## src/rtl/sound_sequencer_if.sv

```systemverilog
// Sound sequencer bus: game-logic event requests in, oscillator drive and
// status out. The master side is the game logic, the slave side is the
// sequencer.
interface sound_sequencer_if;
  logic       req_eat;
  logic       req_start;
  logic       req_crash;
  logic [7:0] freq;
  logic       state;
  logic       playSound;
  logic       busy;
  logic [1:0] active_id;
  logic       done;

  modport master (
    output req_eat, req_start, req_crash,
    input  freq, state, playSound, busy, active_id, done
  );

  modport slave (
    input  req_eat, req_start, req_crash,
    output freq, state, playSound, busy, active_id, done
  );
endinterface

```

## src/rtl/sound_sequencer.sv

```systemverilog
// Sound-effect sequencer for the Snakes audio path. Arbitrates eat/start/crash
// requests (crash > start > eat), remembers requests that arrive while busy,
// and plays each event as a fixed melody of timed notes separated by gaps.
// Optional build macro: SOUND_PREEMPT_EN -- a crash request aborts an eat or
// start melody and starts the crash melody at the next edge.
module sound_sequencer #(
  parameter int NOTE_CYCLES = 50000,
  parameter int GAP_CYCLES  = 5000
) (
  input  logic             clk,
  input  logic             nRst,
  sound_sequencer_if.slave io_snd
);

  typedef enum logic [1:0] {
    S_IDLE = 2'd0,
    S_PLAY = 2'd1,
    S_GAP  = 2'd2
  } state_t;

  localparam logic [15:0] NOTE_LAST = 16'(NOTE_CYCLES - 1);
  localparam logic [15:0] GAP_LAST  = 16'(GAP_CYCLES - 1);
  localparam logic [1:0]  ID_NONE   = 2'd0;
  localparam logic [1:0]  ID_EAT    = 2'd1;
  localparam logic [1:0]  ID_START  = 2'd2;
  localparam logic [1:0]  ID_CRASH  = 2'd3;

  // Melody ROM: half-period count for note idx of melody id.
  function automatic logic [7:0] note_freq(input logic [1:0] id, input logic [1:0] idx);
    logic [7:0] f;
    f = 8'd0;
    case ({id, idx})
      4'b0100: f = 8'd40;
      4'b0101: f = 8'd30;
      4'b1000: f = 8'd60;
      4'b1001: f = 8'd80;
      4'b1010: f = 8'd100;
      4'b1100: f = 8'd200;
      4'b1101: f = 8'd180;
      4'b1110: f = 8'd160;
      4'b1111: f = 8'd120;
      default: f = 8'd0;
    endcase
    return f;
  endfunction

  // Index of the final note of each melody.
  function automatic logic [1:0] last_idx(input logic [1:0] id);
    logic [1:0] l;
    l = 2'd0;
    case (id)
      ID_EAT:   l = 2'd1;
      ID_START: l = 2'd2;
      ID_CRASH: l = 2'd3;
      default:  l = 2'd0;
    endcase
    return l;
  endfunction

  state_t      r_state, w_state;
  logic [1:0]  r_id, w_id;
  logic [1:0]  r_idx, w_idx;
  logic [15:0] r_cnt, w_cnt;
  logic [2:0]  r_pend, w_pend;     // {crash, start, eat}
  logic        w_done;
  logic [2:0]  w_req;
  logic [2:0]  w_cand;
  logic        w_preempt;

  logic [7:0]  r_freq;
  logic        r_on;
  logic        r_play;
  logic        r_busy;
  logic [1:0]  r_active;
  logic        r_done;

  assign w_req  = {io_snd.req_crash, io_snd.req_start, io_snd.req_eat};
  assign w_cand = w_req | r_pend;

`ifdef SOUND_PREEMPT_EN
  assign w_preempt = (r_state != S_IDLE) && io_snd.req_crash &&
                     ((r_id == ID_EAT) || (r_id == ID_START));
`else
  assign w_preempt = 1'b0;
`endif

  // Next-state logic: arbitration in IDLE, note/gap timing, pending capture.
  always_comb begin
    w_state = r_state;
    w_id    = r_id;
    w_idx   = r_idx;
    w_cnt   = r_cnt;
    w_pend  = r_pend;
    w_done  = 1'b0;
    if (w_preempt) begin
      // Aborted melody is dropped; the crash starts now so its bit stays clear.
      w_state = S_PLAY;
      w_id    = ID_CRASH;
      w_idx   = 2'd0;
      w_cnt   = 16'd0;
      w_pend  = (r_pend | w_req) & 3'b011;
    end else begin
      case (r_state)
        S_IDLE: begin
          if (w_cand != 3'b000) begin
            w_state = S_PLAY;
            w_idx   = 2'd0;
            w_cnt   = 16'd0;
            if (w_cand[2]) begin
              w_id   = ID_CRASH;
              w_pend = w_cand & 3'b011;
            end else if (w_cand[1]) begin
              w_id   = ID_START;
              w_pend = w_cand & 3'b101;
            end else begin
              w_id   = ID_EAT;
              w_pend = w_cand & 3'b110;
            end
          end else begin
            w_id = ID_NONE;
          end
        end
        S_PLAY: begin
          w_pend = r_pend | w_req;
          if (r_cnt == NOTE_LAST) begin
            w_cnt = 16'd0;
            if (r_idx == last_idx(r_id)) begin
              w_state = S_IDLE;
              w_id    = ID_NONE;
              w_idx   = 2'd0;
              w_done  = 1'b1;
            end else begin
              w_state = S_GAP;
            end
          end else begin
            w_cnt = r_cnt + 16'd1;
          end
        end
        S_GAP: begin
          w_pend = r_pend | w_req;
          if (r_cnt == GAP_LAST) begin
            w_cnt   = 16'd0;
            w_idx   = r_idx + 2'd1;
            w_state = S_PLAY;
          end else begin
            w_cnt = r_cnt + 16'd1;
          end
        end
        default: begin
          w_state = S_IDLE;
          w_id    = ID_NONE;
          w_idx   = 2'd0;
          w_cnt   = 16'd0;
          w_pend  = 3'b000;
        end
      endcase
    end
  end

  // State register plus outputs registered from the next state.
  always_ff @(posedge clk or negedge nRst) begin
    if (!nRst) begin
      r_state  <= S_IDLE;
      r_id     <= ID_NONE;
      r_idx    <= 2'd0;
      r_cnt    <= 16'd0;
      r_pend   <= 3'b000;
      r_freq   <= 8'd0;
      r_on     <= 1'b0;
      r_play   <= 1'b0;
      r_busy   <= 1'b0;
      r_active <= ID_NONE;
      r_done   <= 1'b0;
    end else begin
      r_state  <= w_state;
      r_id     <= w_id;
      r_idx    <= w_idx;
      r_cnt    <= w_cnt;
      r_pend   <= w_pend;
      r_freq   <= (w_state == S_IDLE) ? 8'd0 : note_freq(w_id, w_idx);
      r_on     <= (w_state != S_IDLE);
      r_play   <= (w_state == S_PLAY);
      r_busy   <= (w_state != S_IDLE);
      r_active <= (w_state == S_IDLE) ? ID_NONE : w_id;
      r_done   <= w_done;
    end
  end

  assign io_snd.freq      = r_freq;
  assign io_snd.state     = r_on;
  assign io_snd.playSound = r_play;
  assign io_snd.busy      = r_busy;
  assign io_snd.active_id = r_active;
  assign io_snd.done      = r_done;

endmodule

```

## src/flat_wrapper.sv

```systemverilog
// flat-port wrapper written by rule: the top's interface ports become plain ports
module sound_sequencer_flat 
#(
  parameter int NOTE_CYCLES = 50000,
  parameter int GAP_CYCLES  = 5000
)
  (clk, nRst, io_snd_req_eat, io_snd_req_start, io_snd_req_crash, io_snd_freq, io_snd_state, io_snd_playSound, io_snd_busy, io_snd_active_id, io_snd_done);
  sound_sequencer_if io_snd_i ();
  input  logic clk;
  input  logic nRst;
  input wire logic [$bits(io_snd_i.req_eat)-1:0] io_snd_req_eat;
  input wire logic [$bits(io_snd_i.req_start)-1:0] io_snd_req_start;
  input wire logic [$bits(io_snd_i.req_crash)-1:0] io_snd_req_crash;
  output wire logic [$bits(io_snd_i.freq)-1:0] io_snd_freq;
  output wire logic [$bits(io_snd_i.state)-1:0] io_snd_state;
  output wire logic [$bits(io_snd_i.playSound)-1:0] io_snd_playSound;
  output wire logic [$bits(io_snd_i.busy)-1:0] io_snd_busy;
  output wire logic [$bits(io_snd_i.active_id)-1:0] io_snd_active_id;
  output wire logic [$bits(io_snd_i.done)-1:0] io_snd_done;
  assign io_snd_i.req_eat = io_snd_req_eat;
  assign io_snd_i.req_start = io_snd_req_start;
  assign io_snd_i.req_crash = io_snd_req_crash;
  assign io_snd_freq = io_snd_i.freq;
  assign io_snd_state = io_snd_i.state;
  assign io_snd_playSound = io_snd_i.playSound;
  assign io_snd_busy = io_snd_i.busy;
  assign io_snd_active_id = io_snd_i.active_id;
  assign io_snd_done = io_snd_i.done;
  sound_sequencer #(.NOTE_CYCLES(NOTE_CYCLES), .GAP_CYCLES(GAP_CYCLES)) u_core (.clk(clk), .nRst(nRst), .io_snd(io_snd_i));
endmodule
```

## config.mk

```make
export PLATFORM = sky130hd
export DESIGN_NAME = sound_sequencer_flat
export DESIGN_NICKNAME = d
export VERILOG_FILES = /design/src/rtl/sound_sequencer_if.sv /design/src/rtl/sound_sequencer.sv /design/src/flat_wrapper.sv
export SDC_FILE = /design/constraint.sdc
export NUM_CORES = 1
export LEC_CHECK = 0
export CAP_MARGIN = 20
export CORE_ASPECT_RATIO = 1.75
export CORE_MARGIN = 1.5
export CORE_UTILIZATION = 59
export CTS_BUF_LIST = sky130_fd_sc_hd__clkbuf_8
export DETAILED_ROUTE_END_ITERATION = 10
export PLACE_DENSITY = 0.88
export SYNTH_ARGS = -nofsm -noshare
export SYNTH_HDL_FRONTEND = slang
export SYNTH_SLANG_ARGS = --single-unit
```

## constraint.sdc

```tcl
create_clock -name clk -period 3.8 [get_ports clk]
set_input_delay 0.38 -clock clk [delete_from_list [all_inputs] [get_ports clk]]
set_output_delay 0.38 -clock clk [all_outputs]
set_load 0.01 [all_outputs]
```

Yosys cells after proc, flatten, opt, wreduce, memory -nomap -nowiden
Memories as Yosys holds them, arrays and structs flattened.
Index checks and enable logic that the tools add are counted.
{ "word_totals": {"input_bits": 5, "romBits": 112, "output_inout_bits": 14, "regBits": 38, "memories": 1, "elab_cells": 61} }
{ "memory_table": {"columns": ["name", "words", "width", "rd", "rd_ports_with_merged_regs", "wr", "line_no", "rtl"], "rows": [
  ["(no name shown)", 16, 7, 1, 0, 0, "sound_sequencer.sv:32", "case ({id, idx})"]
]} }
{ "classes": {"n_bitwise": 1, "n_addsub": 2, "n_mux": 32, "eq_ne": 10, "reduce_logical": 5} }
{ "ops": {"columns": ["cell", "count"], "rows": [
  ["$mux 16", 3],
  ["$pmux 16 s3", 1],
  ["$mux 2", 16],
  ["$pmux 2 s3", 4],
  ["$add 16x1->16 const B", 1],
  ["$eq 16x13->1 const B", 1],
  ["$eq 16x16->1 const B", 1],
  ["$mux 8", 1],
  ["$eq 2x1->1 const B", 3],
  ["$eq 2x2->1 const B", 3],
  ["$mux 3", 2],
  ["$pmux 3 s2", 1],
  ["$logic_not 2->1", 2],
  ["$mux 1", 4],
  ["$or 3x3->3", 1],
  ["$reduce_bool 3->1", 1],
  ["$add 2x1->2 const B", 1],
  ["$eq 2x2->1", 1],
  ["$ne 2x1->1 const B", 1],
  ["$reduce_bool 2->1", 1],
  ["$reduce_or 2->1", 1]
]} }

Longest topological paths before layout
Gate-level depths: netlist (run 1).
{ "logic_depth": {"ltp_word": 10, "mapped_depth": 11} }

Worst setup path after synthesis (run 1)
No wires, ideal clock.
{ "synth_timing": {"kind": "reg-to-reg", "start": "register u_core.r_cnt[0]", "end": "register u_core.r_freq[6] (netlist: u_core.io_snd.freq[6])", "arrival_ns": 2.638, "stages_incl_launch_ff": 11, "required_time_ns": 3.706, "setup_slack_ns": 1.068, "period_less_slack_ns": 2.732, "setup_ns": 0.094, "cell_sequence": "dfrtp_1 ha_1 or4bb_1 or4_4 o21ai_2 a41oi_1 nand2b_1 inv_1 ha_1 o21a_1 a211oi_1"} }
{ "synth_between": {"elab_chain_len": 5} }
{ "synth_rtl": {"columns": ["element", "line_no", "rtl"], "rows": [
  ["start, declared", "sound_sequencer.sv:63", "logic [15:0] r_cnt, w_cnt;"],
  ["start signal, assigned", "sound_sequencer.sv:178", "r_cnt <= w_cnt;"],
  ["$eq 16x16->1 or $eq 16x13->1 (tied branches)", "sound_sequencer.sv:125, sound_sequencer.sv:141", null],
  ["$mux 2, on equally long branches", "sound_sequencer.sv:125, sound_sequencer.sv:141", null],
  ["$pmux 2 s3", "sound_sequencer.sv:103", "case (r_state)"],
  ["$mem_v2 16x7 or $logic_not 2->1 (tied branches)", null, null],
  ["$mux 8 (*)", "sound_sequencer.sv:180", "r_freq <= (w_state == S_IDLE) ? 8'd0 : note_freq(w_id, w_idx);"],
  ["end signal, assigned", "sound_sequencer.sv:180", null],
  ["end, declared", "sound_sequencer.sv:70", "logic [7:0] r_freq;"]
]} }
Every way passes the cells marked *; elsewhere a longest branch is shown, timed or not.
A chain may end at the register's enable or synchronous reset.

Worst setup path after layout (run 1)
{ "layout_timing": {"start": "register u_core.r_cnt[0]", "end": "register u_core.r_freq[4] (netlist: u_core.io_snd.freq[4])"} }
Same word-level chain as after synthesis.

==> impl_results.md, run 1 <==
* Unrepaired setup endpoints after global routing: no
* Vias per cell at 6.13
* CORE AREA at 3400 um2
* Synth Register Bits at 37
* Vias in the first global route at 1690
* Syn Area/Cell at 9.57 um2
* Clock Latency Late Sink at 290 ps
* PwrDens at 597 nW/um2
* Critical Path Fanout Max at 5
* Cells resized by post-CTS repair at 0
* Max_slew headroom at 47.4%
* CTS H-tree depth at 2
* Final Cycle Share at 80.2%
* Register area at 926 um2
* # DRC at 0
* Cell Rows at 28
* Via count at 1722
* GRT Total Usage at 26.2%
* Crit end category: register
* FMAX at 0.328 GHz
* I/O pin count at 19
* Post-layout minimum cycle time at 3050 ps
* Detailed placement HPWL at 3360 um
* # port buffers at 17
* Status: completed
* # hold bufs at CTS at 0
* Total wire length at 4540 um
* Pre-antenna DRT Iters at 4
* Initial Util at 61.7%
* Slew @ Worst Pin at 782 ps
* Max Cap Viol at 0
* Die ar. at 3930 um2
* Endpoints failing hold at 0
* Synth Net Count at 233
* Worst Path Arrival at 3210 ps
* # diodes at 0
* DR iter-0 viols at 54
* Postcts setup bufs at 0
* Worst EP required at 3970 ps
* Post-Syn Area at 2100 um2
* Final GP Congestion at 0.899
* Placed Instance Area at 2280 um2
* Worst-path clk slew at 80 ps
* Die width at 48.1 um
* Endpoints failing setup at 0
* Yosys warnings at 0
* Aggregate global routing overflow at 0
* Hold Crit Class: in -> async
* Antenna Violating Nets Remaining at 0
* Die H at 81.8 um
* Layout cells sized above 1 at 10.2%
* Register area share after synthesis at 44.2%
* CTS root buf: clkbuf_8
* Post-Synthesis Cells at 219
* CTS tree: built
* Fin. max-slew vios at 0
* CTS Buffer Depth at 2
* First-pass GRT wire length at 7270 um
* Fill count at 262
* Crit path kind: reg -> reg
* CTS Buf Count at 5
* Clock Skews at 10.9 ps
* Initial antenna violation count at 0
* Startpoint class of the critical path: register
* Final worst slack at 752 ps
* Distinct cells, synth at 51
* Clock sinks at 37
* Pleak at 1.05 nW
* Worst vdd ir at 0.358 mV
* Pin count of the biggest net entering global routing at 38
* WL/cell at 16.2 um
* Finished layout cell area at 2360 um2
* Synth-to-Final Area Change at 12.8%
* Area of the multi-input gates at 1080 um2
* Layout Nets at 249
* Setup slack at placement at 581 ps
* Setup TNS at 0 ps
[cell usage after synthesis (all sizes together)]
cell     count  area (um2)
dfrtp       37         926
o21ai       17        96.3
nor2        16        62.6
nand2       13        48.8
nand3       13        65.1
nor3        12        60.1
a21oi       11        55.1
ha           9         113
inv          9        33.8
nand2b       7        43.8
buf          6        41.3
xor2         6        52.6
and2         5        31.3
and3         5        31.3
nor4         5        52.6
a31oi        4        25.0
clkbuf       4        15.0
o21a         4        30.0
or2          4        25.0
xnor2        3        26.3
a211oi       2        15.0
a21o         2        15.0
and3b        2        17.5
nand4        2        12.5
o211ai       2        15.0
o22a         2        17.5
o2bb2ai      2        17.5
or4          2        18.8
or4b         2        23.8
a311oi       1        15.0
a41o         1        10.0
a41oi        1        8.76
and4b        1        10.0
conb         1        3.75
nand4b       1        8.76
nor2b        1        6.26
nor4bb       1        10.0
o32ai        1        16.3
or3b         1        8.76
or4bb        1        11.3
[registers in the layout (all words and copies together), names as in the netlist]
signal,count
u_core.io_snd.active_id,2
u_core.io_snd.done,1
u_core.io_snd.freq,7
u_core.io_snd.playSound,1
u_core.io_snd.state,1
u_core.r_cnt,16
u_core.r_id,2
u_core.r_idx,2
u_core.r_pend,3
u_core.r_state,2
[report_power, final]
| group | leakage [nW] | internal (mW) | switching (mW) |
|---|---|---|---|
| sequential | 0.484 | 0.484 | 0.0477 |
| clock | 0.0491 | 0.124 | 0.142 |
| combinational | 0.519 | 0.255 | 0.359 |
[kinds of logic (layout without fill, tap and decap cells)]
logic type	count (synthesis)	after routing	synth area share, %
XOR/XNOR	9	9	3.76
flip-flops	37	37	44.2
other	1	1	0.179
AND/OR/NAND/NOR	94	94	26.1
adder cells (fa/ha/maj)	9	9	5.37
buffers and inverters	19	36	4.30
AO/OA/AOI/OAI	50	50	16.1
[area by class of cell]
type                            count  area share [%]
Clock buffer                        5            2.91
Clock inverter                      3           0.582
Inverter                            9            1.43
Multi-Input combinational cell    163            45.7
Sequential cell                    37            39.2
Tap cell                           45            2.38
Timing Repair Buffer               19            7.83
[worst max-delay path, stage by stage (launching register included)]
cell,delay [ps]
dfrtp_1,400
ha_1,250
or4bb_1,480
or4_4,540
o21ai_2,230
a41oi_1,220
nand2b_1,180
inv_1,80
ha_1,170
nor2b_1,140
nand3_1,140
o32ai_2,90
[per-layer routing]
| metal | vias to the layer above | global-route usage (%) | part of all wire (%) |
|---|---|---|---|
| met2 | 40 | 46.3 | 55 |
| met5 | - | 0 | 0 |
| met3 | 17 | 3.30 | 2.4 |
| met4 | 0 | 17.3 | 4.1 |
| met1 | 852 | 26.5 | 38 |
| li1 | 813 | - | - |
[cells in the final DEF (no fill, tap or decap), drive strengths merged, types with 3 or more instances in the layout]
cell type / netlist / final
xnor2: 3 / 3
nand3: 13 / 13
and3: 5 / 5
nor2: 16 / 16
inv: 9 / 10
nand2b: 7 / 7
nor4: 5 / 5
ha: 9 / 9
o21ai: 17 / 17
or2: 4 / 4
dfrtp: 37 / 37
clkbuf: 4 / 5
and2: 5 / 5
nor3: 12 / 12
a31oi: 4 / 4
nand2: 13 / 13
a21oi: 11 / 11
clkdlybuf4s50: 0 / 17
o21a: 4 / 4
xor2: 6 / 6
[per-stage QoR]
stage	total power, mW	hold slack [ps]	utilization (%)	cells
3_5_place_dp	1.14	503	67.1	273
6_report	1.41	505	69.6	281
3_3_place_gp	1.12	495	67.1	273
2_1_floorplan	0.965	84.4	-	219
4_1_cts	1.41	519	69.6	281
5_1_grt	1.51	545	69.6	281
[path summary, 6_finish.rpt]
| check | from | to | slack [ps] | depth (start not counted) |
|---|---|---|---|---|
| min in group clk | u_core.r_cnt[0]$_DFFE_PN0P_ | u_core.r_cnt[0]$_DFFE_PN0P_ | 520 | 1 |
| worst max register to register | u_core.r_cnt[0]$_DFFE_PN0P_ | u_core.io_snd.freq[4]$_DFF_PN0_ | 750 | 11 |
| worst min-delay path | nRst | u_core.r_cnt[2]$_DFFE_PN0P_ | 500 | 2 |
| worst min register to register | u_core.r_cnt[0]$_DFFE_PN0P_ | u_core.r_cnt[0]$_DFFE_PN0P_ | 520 | 1 |
| worst max-delay path | u_core.r_cnt[0]$_DFFE_PN0P_ | u_core.io_snd.freq[4]$_DFF_PN0_ | 750 | 11 |
| max in group asynchronous | nRst | u_core.r_cnt[15]$_DFFE_PN0P_ | 2960 | 2 |
Power figures use the tool's default switching activity.
==> inputs of run 2 (changes only) <==
--- a/config.mk
+++ b/config.mk
@@ -8,10 +8,10 @@
 export CAP_MARGIN = 20
 export CORE_ASPECT_RATIO = 1.75
 export CORE_MARGIN = 1.5
-export CORE_UTILIZATION = 59
+export CORE_UTILIZATION = 54
 export CTS_BUF_LIST = sky130_fd_sc_hd__clkbuf_8
 export DETAILED_ROUTE_END_ITERATION = 10
-export PLACE_DENSITY = 0.88
+export PLACE_DENSITY = 0.86
 export SYNTH_ARGS = -nofsm -noshare
 export SYNTH_HDL_FRONTEND = slang
 export SYNTH_SLANG_ARGS = --single-unit
==> constraint.sdc (replaced) <==
create_clock -name clk -period 2.6 [get_ports clk]
set_input_delay 0.26 -clock clk [delete_from_list [all_inputs] [get_ports clk]]
set_output_delay 0.26 -clock clk [all_outputs]
set_load 0.01 [all_outputs]
==> run 2 against run 1 <==
Against the previous run:
- the flow now finishes with violations (setup timing)
- global-route usage up 1.2 points
- sequential power is 47% higher
- largest cell class unchanged
- non-clock buffer count is 39 higher
- register-to-register slack got worse by 980 ps
==> impl_results.md, run 2 (same netlist as run 1, synthesis figures left out) <==
* Die H at 85.4 um
* Total wire length at 5600 um
* CP dominant cell by count: ha_2
* Crit-path leading delay family: simple AND/OR/NAND/NOR gates
* Worst Reg-to-Reg Cells at 10
* GRT Total Usage at 27.3%
* Vias per cell at 6.01
* Pin count of the biggest net entering global routing at 38
* Critical path's slowest cell: or4_4
* Hold Crit Class: in -> async
* Unrepaired setup endpoints after global routing: yes
* # diodes at 0
* CTS Buffer Depth at 2
* Max Cap Viol at 0
* Finished Core Util at 77.7%
* Worst vdd ir at 0.614 mV
* Initial Util at 57.2%
* FMAX at 0.353 GHz
* Pre-antenna DRT Iters at 4
* # hold bufs at CTS at 0
* Setup slack at placement at -244 ps
* Antenna Violating Nets Remaining at 0
* Critical Path Fanout Max at 3
* Fin. max-slew vios at 0
* CTS Buf Count at 5
* Worst Path Arrival at 3020 ps
* Slew @ Worst Pin at 808 ps
* Startpoint class of the critical path: register
* Commonest non-fill, non-tap cell in the layout: buf_4
* Die width at 50.1 um
* CTS tree: built
* Failing checks: setup timing
* Layout Nets at 288
* Max FFs per register at 16
* Endpoints failing hold at 0
* CORE AREA at 3660 um2
* I/O pin count at 19
* Reg2Reg Setup Slack at -230 ps
* WL/cell at 17.4 um
* Worst hold margin at 60.0 ps
* Post-layout minimum cycle time at 2830 ps
* Worst-path clk slew at 70 ps
* CTS H-tree depth at 2
* # DRC at 0
* Finished layout cell area at 2850 um2
* Final Cycle Share at 109%
* PwrDens at 868 nW/um2
* Aggregate global routing overflow at 0
* Pwr Total at 2.47 mW
* Crit path kind: reg -> reg
* Worst EP required at 2790 ps
* Clock sinks at 37
* Detailed placement HPWL at 3710 um
* # port buffers at 17
* Clock Skews at 8.24 ps
* CTS root buf: clkbuf_8
* Cell Rows at 29
* Top reg by flops: u_core.r_cnt
* CP max stage delay at 530 ps
* Final GP Congestion at 0.913
* Vias in the first global route at 1994
* Clock Latency Late Sink at 290 ps
* Worst Path Buf+Inv at 1
* Crit end category: register
* Worst path cell trace: ha_2 -> or4bb_4 -> or4_4 -> o21ai_4 -> a41oi_2 -> nand2b_1 -> inv_1 -> ha_2 -> o21a_1 -> a211oi_2
* Final worst slack at -231 ps
* Commonest non-fill, non-tap cells in the layout: buf_4 (39), dfrtp_1 (37), clkdlybuf4s50_1 (16), nor2_1 (15), nand2_1 (13)
* Via count at 1930
* R2r endpoint: u_core.io_snd.freq[6]$_DFF_PN0_
* Pleak at 1.30 nW
* Initial antenna violation count at 0
* Endpoints failing setup at 13
* Max_slew headroom at 46.1%
* Placed Instance Area at 2550 um2
* Status: finished, violations left
* First-pass GRT wire length at 8910 um
* R2r startpoint: u_core.r_cnt[0]$_DFFE_PN0P_
* Synth-to-Final Area Change at 35.8%
* Layout cells sized above 1 at 30.2%
* DR iter-0 viols at 71
* Die ar. at 4280 um2
run 2: metal layers:
layer | part of all wire [%] | global-route usage, %
met5 | 0 | 0
met1 | 35 | 26.3
met4 | 3.9 | 16.2
met3 | 3.2 | 5.63
met2 | 58 | 51.1
run 2: repair_timing:
item,in CTS,in global routing
endpoints found under the setup margin,14,14
gates resized for setup,11,14
pin swaps,3,8
setup buffers,5,2
run 2: final cells by class:
cell class | count | area, um2
Inverter | 9 | 33.8
Clock inverter | 2 | 33.8
Fill cell | 243 | 818
Sequential cell | 37 | 926
Tap cell | 46 | 57.6
Timing Repair Buffer | 58 | 480
Clock buffer | 6 | 82.6
Multi-Input combinational cell | 163 | 1230
run 2: how the worst max path moves through the flow:
stage	start	endpoint	slack [ps]	cells after the start
after floorplan	u_core.r_cnt[0]$_DFFE_PN0P_	u_core.io_snd.freq[6]$_DFF_PN0_	-40	10
after global placement	u_core.r_cnt[0]$_DFFE_PN0P_	u_core.io_snd.freq[6]$_DFF_PN0_	-150	10
after detailed placement	u_core.r_cnt[0]$_DFFE_PN0P_	u_core.io_snd.freq[6]$_DFF_PN0_	-240	10
after CTS	u_core.r_cnt[0]$_DFFE_PN0P_	u_core.io_snd.freq[6]$_DFF_PN0_	-150	10
after global routing	u_core.r_cnt[0]$_DFFE_PN0P_	u_core.io_snd.freq[6]$_DFF_PN0_	-310	10
final	u_core.r_cnt[0]$_DFFE_PN0P_	u_core.io_snd.freq[6]$_DFF_PN0_	-230	10
run 2: power breakdown:
part           leakage [nW]  internal, mW  switching (mW)
Combinational         0.750         0.530           0.654
Clock                0.0626         0.309           0.198
Sequential            0.484         0.708          0.0722
run 2: worst register-to-register path: stages (launching register included):
cell and delay, ps:
dfrtp_1 370, ha_2 180, or4bb_4 480, or4_4 530, o21ai_4 180, a41oi_2 200, nand2b_1 140, inv_1 70
ha_2 250, o21a_1 130, a211oi_2 200
run 2: metrics by stage:
step                      cells  TNS, ps
after detailed placement    306     -546
after floorplan             219    -56.8
after global placement      306     -342
final                       321    -1380
after global routing        321    -2340
after CTS                   319     -603
==> inputs of run 3 (changes only) <==
--- a/config.mk
+++ b/config.mk
@@ -5,7 +5,7 @@
 export SDC_FILE = /design/constraint.sdc
 export NUM_CORES = 1
 export LEC_CHECK = 0
-export CAP_MARGIN = 20
+export CAP_MARGIN = 0
 export CORE_ASPECT_RATIO = 1.75
 export CORE_MARGIN = 1.5
 export CORE_UTILIZATION = 54
==> results of run 3 <==
Same layout as run 2: the final DEF is identical, and so are final timing and power.
